==> src/rtl/id_ex_stage.sv <==
// ID/EX pipeline register with MEM/WB operand forwarding, load-use hazard detection and bubble insertion.
// Optional bubble performance counter is enabled by defining ID_EX_PERF_EN.

module id_ex_fwd #(
  parameter int WIDTH = 32,
  parameter int REGW  = 5
) (
  input  logic [REGW-1:0]  i_rs,
  input  logic [WIDTH-1:0] i_rf_data,
  input  logic [REGW-1:0]  i_mem_rd,
  input  logic             i_mem_we,
  input  logic [WIDTH-1:0] i_mem_result,
  input  logic [REGW-1:0]  i_wb_rd,
  input  logic             i_wb_we,
  input  logic [WIDTH-1:0] i_wb_result,
  output logic [WIDTH-1:0] o_data
);
  // A nonzero i_rs that matches a destination implies that destination is nonzero.
  always_comb begin
    o_data = i_rf_data;
    if (i_rs == '0)                           o_data = '0;
    else if (i_mem_we && (i_mem_rd == i_rs))  o_data = i_mem_result;
    else if (i_wb_we && (i_wb_rd == i_rs))    o_data = i_wb_result;
  end
endmodule

module id_ex_stage #(
  parameter int WIDTH = 32,
  parameter int REGW  = 5
) (
  input  logic             clk,
  input  logic             rst_n,
  input  logic             stall,
  input  logic             flush,
  input  logic             id_valid,
  input  logic [WIDTH-1:0] id_pc,
  input  logic [WIDTH-1:0] id_rs1_data,
  input  logic [WIDTH-1:0] id_rs2_data,
  input  logic [WIDTH-1:0] id_imm,
  input  logic [REGW-1:0]  id_rs1,
  input  logic [REGW-1:0]  id_rs2,
  input  logic [REGW-1:0]  id_rd,
  input  logic [3:0]       id_alu_ctrl,
  input  logic             id_alu_src_imm,
  input  logic             id_reg_write,
  input  logic             id_mem_read,
  input  logic             id_mem_write,
  input  logic [1:0]       id_result_src,
  input  logic [REGW-1:0]  mem_rd,
  input  logic             mem_reg_write,
  input  logic [WIDTH-1:0] mem_result,
  input  logic [REGW-1:0]  wb_rd,
  input  logic             wb_reg_write,
  input  logic [WIDTH-1:0] wb_result,
  output logic             load_use_stall,
  output logic [WIDTH-1:0] alu_a,
  output logic [WIDTH-1:0] alu_b,
  output logic [3:0]       alu_f,
  output logic [WIDTH-1:0] ex_store_data,
  output logic             ex_valid,
  output logic [WIDTH-1:0] ex_pc,
  output logic [REGW-1:0]  ex_rd,
  output logic             ex_reg_write,
  output logic             ex_mem_read,
  output logic             ex_mem_write,
  output logic [1:0]       ex_result_src,
  output logic [31:0]      bubble_count
);

  typedef struct packed {
    logic             valid;
    logic [WIDTH-1:0] pc;
    logic [WIDTH-1:0] rs1_data;
    logic [WIDTH-1:0] rs2_data;
    logic [WIDTH-1:0] imm;
    logic [REGW-1:0]  rs1;
    logic [REGW-1:0]  rs2;
    logic [REGW-1:0]  rd;
    logic [3:0]       alu_ctrl;
    logic             alu_src_imm;
    logic             reg_write;
    logic             mem_read;
    logic             mem_write;
    logic [1:0]       result_src;
  } ex_t;

  ex_t  r_ex;
  ex_t  w_cap;
  logic w_load_use;

  // Invalid ID slots enter EX with all control cleared so they cannot write state.
  always_comb begin
    w_cap             = '0;
    w_cap.valid       = id_valid;
    w_cap.pc          = id_pc;
    w_cap.rs1_data    = id_rs1_data;
    w_cap.rs2_data    = id_rs2_data;
    w_cap.imm         = id_imm;
    w_cap.rs1         = id_rs1;
    w_cap.rs2         = id_rs2;
    w_cap.rd          = id_rd;
    if (id_valid) begin
      w_cap.alu_ctrl    = id_alu_ctrl;
      w_cap.alu_src_imm = id_alu_src_imm;
      w_cap.reg_write   = id_reg_write;
      w_cap.mem_read    = id_mem_read;
      w_cap.mem_write   = id_mem_write;
      w_cap.result_src  = id_result_src;
    end
  end

  always_comb begin
    w_load_use = 1'b0;
    if (!flush && r_ex.valid && r_ex.mem_read && (r_ex.rd != '0) && id_valid)
      w_load_use = (r_ex.rd == id_rs1) ||
                   ((r_ex.rd == id_rs2) && (!id_alu_src_imm || id_mem_write));
  end
  assign load_use_stall = w_load_use;

  always_ff @(posedge clk or negedge rst_n) begin
    if (!rst_n)          r_ex <= '0;
    else if (flush)      r_ex <= '0;
    else if (stall)      r_ex <= r_ex;
    else if (w_load_use) r_ex <= '0;
    else                 r_ex <= w_cap;
  end

  logic [1:0][REGW-1:0]  w_rs;
  logic [1:0][WIDTH-1:0] w_rf;
  logic [1:0][WIDTH-1:0] w_fwd;

  assign w_rs = {r_ex.rs2, r_ex.rs1};
  assign w_rf = {r_ex.rs2_data, r_ex.rs1_data};

  for (genvar g = 0; g < 2; g++) begin : g_fwd
    id_ex_fwd #(.WIDTH(WIDTH), .REGW(REGW)) u_fwd (
      .i_rs        (w_rs[g]),
      .i_rf_data   (w_rf[g]),
      .i_mem_rd    (mem_rd),
      .i_mem_we    (mem_reg_write),
      .i_mem_result(mem_result),
      .i_wb_rd     (wb_rd),
      .i_wb_we     (wb_reg_write),
      .i_wb_result (wb_result),
      .o_data      (w_fwd[g])
    );
  end

  assign alu_a         = w_fwd[0];
  assign alu_b         = r_ex.alu_src_imm ? r_ex.imm : w_fwd[1];
  assign alu_f         = r_ex.alu_ctrl;
  assign ex_store_data = w_fwd[1];
  assign ex_valid      = r_ex.valid;
  assign ex_pc         = r_ex.pc;
  assign ex_rd         = r_ex.rd;
  assign ex_reg_write  = r_ex.reg_write;
  assign ex_mem_read   = r_ex.mem_read;
  assign ex_mem_write  = r_ex.mem_write;
  assign ex_result_src = r_ex.result_src;

`ifdef ID_EX_PERF_EN
  // Counts inserted bubbles only; a held stall is not a new bubble.
  logic        w_bubble;
  logic [31:0] r_bubble_count;
  assign w_bubble = flush || (!stall && w_load_use);
  always_ff @(posedge clk or negedge rst_n) begin
    if (!rst_n)                               r_bubble_count <= '0;
    else if (w_bubble && (r_bubble_count != '1)) r_bubble_count <= r_bubble_count + 32'd1;
  end
  assign bubble_count = r_bubble_count;
`else
  assign bubble_count = '0;
`endif

endmodule

==> config.mk <==
export PLATFORM = sky130hd
export DESIGN_NAME = id_ex_stage
export DESIGN_NICKNAME = d
export VERILOG_FILES = /design/src/rtl/id_ex_stage.sv
export SDC_FILE = /design/constraint.sdc
export NUM_CORES = 1
export LEC_CHECK = 0
export ABC_AREA = 0
export CELL_PAD_IN_SITES_DETAIL_PLACEMENT = 1
export CELL_PAD_IN_SITES_GLOBAL_PLACEMENT = 2
export CORE_UTILIZATION = 27
export DETAILED_ROUTE_END_ITERATION = 7
export GPL_TIMING_DRIVEN = 0
export PLACE_DENSITY_LB_ADDON = 0.1
export SLEW_MARGIN = 5
export SYNTH_ARGS = -nofsm -noshare
export SYNTH_HDL_FRONTEND = slang
export SYNTH_HIERARCHICAL = 1
export SYNTH_SLANG_ARGS = --single-unit
==> constraint.sdc <==
create_clock -name clk -period 2.2 [get_ports clk]
set_input_delay 0.33 -clock clk [delete_from_list [all_inputs] [get_ports clk]]
set_output_delay 0.33 -clock clk [all_outputs]
set_load 0.02 [all_outputs]
Yosys cells after proc, flatten, opt, wreduce, memory -nomap -nowiden
Cells that the tools add are included.
Operators by class
  reduce and logical (&&, ||, !) cells: 16
  eq/ne operators: 7
  muxes and demuxes: 12
Operators with widths (count)
  $mux W154: 3
  $mux W32: 7
  $eq A5 B5 Y1: 6
  $logic_not A5 Y1: 2
  $mux W10: 1
  $logic_and A1 B1 Y1: 9
  $reduce_bool A5 Y1: 1
  $logic_not A1 Y1: 2
  $logic_or A1 B1 Y1: 2
  $ne A2 B1 Y1 const B: 1
  $mux W1: 1
Storage, ports and cells
  word-level logic and storage cells: 49
  register bits: 154
  output and inout bits: 176
  input port bits: 234

Depth between registers and ports, before layout
  depth in word-level cells: 9
  mapped depth: 7
  mapped depth without buffers: 5

Modules after synthesis
Netlist, hierarchy kept.
Modules (own cells, without submodules)
  id_ex_stage: seq. area each 3853.7 um^2, times used 1, cells an instance 1013, area an instance 9366.5 um^2
  id_ex_fwd: seq. area each 0.0 um^2, times used 2, cells an instance 177, area an instance 1288.7 um^2

Worst setup path before layout
OpenSTA, ideal clock, no wires.
  path type: register to output
  start: register r_ex[15] (netlist bit)
  end: output port alu_b[29]
  slack: -0.334 ns
  stages on the path, launching flop included: 7
  arrival time: 2.204 ns
  path buffers: 1
  required time: 1.870 ns
  cells stage by stage: dfrtp_1 xnor2_1 nand4_2 or2_1 buf_6 a311oi_1 mux2_2
On the way
  longest elaborated chain between the ends: 6
  elaborated cells on any way between the ends: 9
  those cells by class: eq/ne (2); mux (4); reduce/logical (3)
RTL lines
  start, declared: line 87  | ex_t r_ex;
  start signal, assigned: line 123  | else if (stall) r_ex <= r_ex;
  start signal, assigned: line 125  | else r_ex <= w_cap;
  $eq A5 B5 Y1: line 23  | else if (i_wb_we && (i_wb_rd == i_rs)) o_data = i_wb_result;
  $logic_and A1 B1 Y1: line 23
  $mux W32: line 23
  $mux W32: line 22  | else if (i_mem_we && (i_mem_rd == i_rs)) o_data = i_mem_result;
  $mux W32 *: line 21  | if (i_rs == '0) o_data = '0;
  named net ex_store_data[29]: line 59  | output logic [WIDTH-1:0] ex_store_data,
  $mux W32 *: line 150  | assign alu_b = r_ex.alu_src_imm ? r_ex.imm : w_fwd[1];
  end, declared: line 57  | output logic [WIDTH-1:0] alu_b,
Mark *: on every way through the listed nets, which the timed path passes. The rest lies on a longest branch.

Worst setup path after layout
  start: register r_ex[16] (netlist bit)
  end: output port alu_b[10]
On the way
  longest elaborated chain between the ends: 6
  elaborated cells on any way between the ends: 9
  those cells by class: eq/ne (2); mux (4); reduce/logical (3)
RTL lines (line)
  $eq A5 B5 Y1: 23
  $logic_and A1 B1 Y1: 23
  $mux W32: 23
  $mux W32: 22
  $mux W32 *: 21
  $mux W32 *: 150
Every way passes the cells marked *; elsewhere a longest branch is shown, timed or not.

==> impl_metrics.yaml <==
run_status:
  status: "finished with violations"
  violations: "negative setup slack"
critical_path:
  path_cells: "buf_4 > or4_4 > nor2_4 > buf_4 > buf_8 > a311oi_4 > buf_4 > mux2_4 > buf_6"
  slowest_stage: "dfrtp_2"
  worst_setup_path_start_kind: "flip-flop"
  slowest_delay_ps: 480
  critPathRequiredTime_ps: 1870
  endpoint_kind: "primary output"
  cpMostUsedCell: "buf_4"
  path_max_fanout: 10
  path_class: "flip-flop to primary output"
  arrival_ps: 2710
timing:
  layout_setup_ws_ps: -837
  final.period_utilization: 1.38
  slew-limit-headroom: 0.237
  drv_slew: 0
  period_needed_ps: 3040
  hold_violations: 0
  rsz0062_at_grt: "yes"
  worst_pin_slew_ps: 1140
  fmax_mhz: 329
  finalSetupViolations: 97
  clock_skew_ps: 7.90
  worst_hold_slack_ps: 401
die:
  die-area_um2: 45100
  start_util: 0.275
  rows: 76
  fp.dieW_um: 212
  coreArea_um2: 43400
  pin_count: 410
  die_y_um: 212
finish:
  nets: 2118
  area_growth_pct: 64.2
  num-fill-cells: 4887
  fin_cells: 2484
  drive_gt1_frac: 0.306
grt:
  grt_usage: 0.288
  grt_overflow: 0
  grt_pass1_wl_mm: 95.8
  grt_pass1_vias: 14609
  grt_use_met3: 0.0567
  grt-busiest-layer: "met2"
  grt_max_degree: 93
  gr-usage-met2: 0.476
  grtUsageMet1: 0.373
  antenna_found_initial: 7
routing:
  routed_wirelength_mm: 66.2
  wl_per_cell_um: 26.7
  drt_iter0_drc: 1006
  viasPerCell: 5.58
  vias: 13873
  drc: 0
  ant_nets: 0
  first_pass_iters: 6
synthesis:
  syn_area_per_cell_um2: 8.74
  synthFlopType: "dfrtp_1"
  synth_compound_area_frac: 0.320
  synthAdderAreaFrac: 0
  ys_warn_count: 6
  synth_seq_cells: 154
  yosysTopAreaCellShare: 0.323
  post-synth-top-area-cell: "dfrtp_1"
  netlist_instances: 1367
  ys_types: 34
  synth-seq-area-share: 0.323
  synth.area.mux_share: 0.0302
  synth_top_family_by_area: "compound AO/OA/AOI/OAI gates"
  synthTopCellsByArea: "dfrtp_1 (32%), o41ai_1 (10%), nor3_1 (8.7%), a311oi_2 (7.5%), a22oi_1 (6.7%)"
  synth-async-reset-ratio: 1.00
  synth-simple-area-share: 0.136
  synthXorXnorAreaFrac: 0.0220
  synth_enable_flop_cells: 0
  syn_area_um2: 11900
pwr:
  ir_worst_vdd_uv: 535
  p_leak_nw: 7.88
  powerDensity_nw_per_um2: 590
clock_tree:
  clkLatencyLatePin_ps: 460
  cts_root_buf: "clkbuf_16"
  cts_buffers: 17
  cts-htree-levels: 4
  clk_path_buf_depth: 2
  clk_pin_slew_ps: 70
  cts_tree: "done"
  cts_sinks: 154
placement:
  dp.cells: 2358
  dp_hpwl_mm: 49.1
  numPortBuffers: 374
  finalWeightedCongestion: 0.912
min_path:
  min_path_type: "input pin to asynchronous set/reset pin"
run:
  maxCapViolations: 0
[final cells by class]
type / instances / area (um2) / area share
multi-input combinational: 839 / 7300 / 0.372
timing repair buffer: 469 / 4830 / 0.246
sequential: 154 / 3870 / 0.197
buffer: 257 / 1720 / 0.0879
tap: 585 / 732 / 0.0373
inverter: 146 / 548 / 0.0279
clock buffer: 18 / 439 / 0.0224
clock inverter: 14 / 173 / 0.00880
antenna: 2 / 5.00 / 0.000255
[stage by stage]
step	setup slack, ps	power, mW	util	TNS, ps	area [um2]
floorplan	-81.9	5.65	-	-2270	12600
global placement	-6500	7.67	0.393	-1218650	17000
detailed placement	-2020	7.72	0.394	-224460	17100
CTS	-863	11.4	0.434	-66520	18800
global route	-891	12.0	0.452	-71660	19600
finish	-837	11.6	0.452	-64490	19600
[state kept, by name, indices dropped and copies added, names as in the netlist]
register / flops
ex_rd: 5
ex_mem_write: 1
ex_reg_write: 1
r_ex: 107
ex_valid: 1
alu_f: 4
ex_pc: 32
ex_mem_read: 1
ex_result_src: 2
[final timing paths]
check	cells after the start	startpoint	endpoint	slack, ps
max	9	r_ex[16]	alu_b[10]	-840
min	2	rst_n	r_ex[31]	400
max reg2reg	8	ex_rd[1]	ex_rd[0]	30
min reg2reg	2	ex_result_src[0]	ex_result_src[0]	510
max in group asynchronous	3	rst_n	ex_pc[10]	850
min in group clk	3	id_rs1_data[5]	r_ex[94]	450
[power breakdown]
group | switching [mW] | internal (mW) | leakage, nW
sequential | 0.277 | 3.11 | 1.95
combinational | 2.64 | 2.35 | 5.65
clock | 1.38 | 1.82 | 0.285
[timing repair]
item / 4_1_cts / 5_1_grt
gates cloned: 3 / 6
pin swaps: 40 / 34
hold endpoints to repair: 62 / 0
buffers inserted: 61 / 25
setup endpoints to repair: 157 / 190
resized for setup: 649 / 145
hold buffers: 1 / 0
[synthesized netlist by cell type (30+ instances only)]
library cell / instances
nor3_1: 207
dfrtp_1: 154
inv_1: 145
o41ai_1: 143
clkbuf_1: 126
a22oi_1: 107
buf_4: 78
o21ai_0: 73
nand4_1: 65
a311oi_2: 60
a32oi_1: 47
mux2_2: 32
xnor2_1: 30
[layer usage]
metal  vias up  routed length [um]
li1       6231                   -
met1      7012               28500
met2       518               31600
met3       104                4140
met4         8                1970
met5         -                  54
[kinds of logic (layout without fill, tap and decap cells)]
group	after synthesis	count (layout)
buffers and inverters	405	904
AOI/OAI and AO/OA	441	441
xor gates and xnor gates	30	30
DFF	154	154
other	1	34
and+or+nand+nor	304	304
muxes	32	32
[cell usage in the layout, fill, tap and decap left out, drive strengths merged, types with 4 or more instances in the layout]
cell type      Yosys  layout
a22oi            107     107
a311oi            62      62
a32oi             47      47
buf              133     298
clkbuf           126     144
clkdlybuf4s15      0      25
clkdlybuf4s50      0     273
clkinv             0       5
clkinvlp           0       5
conb               1      32
dfrtp            154     154
inv              146     147
mux2              32      32
nand2             14      14
nand4             67      67
nor2b              4       4
nor3             207     207
o21ai             75      75
o41ai            143     143
xnor2             30      30
[worst max-delay path, delay by kind of cell (launching register included)]
kind	cells	cell delay, ps
buf+inv	5	790
mux	1	270
simple gates	2	620
compound gates	1	70
flops	1	480
(Power assumes the default switching activity.)
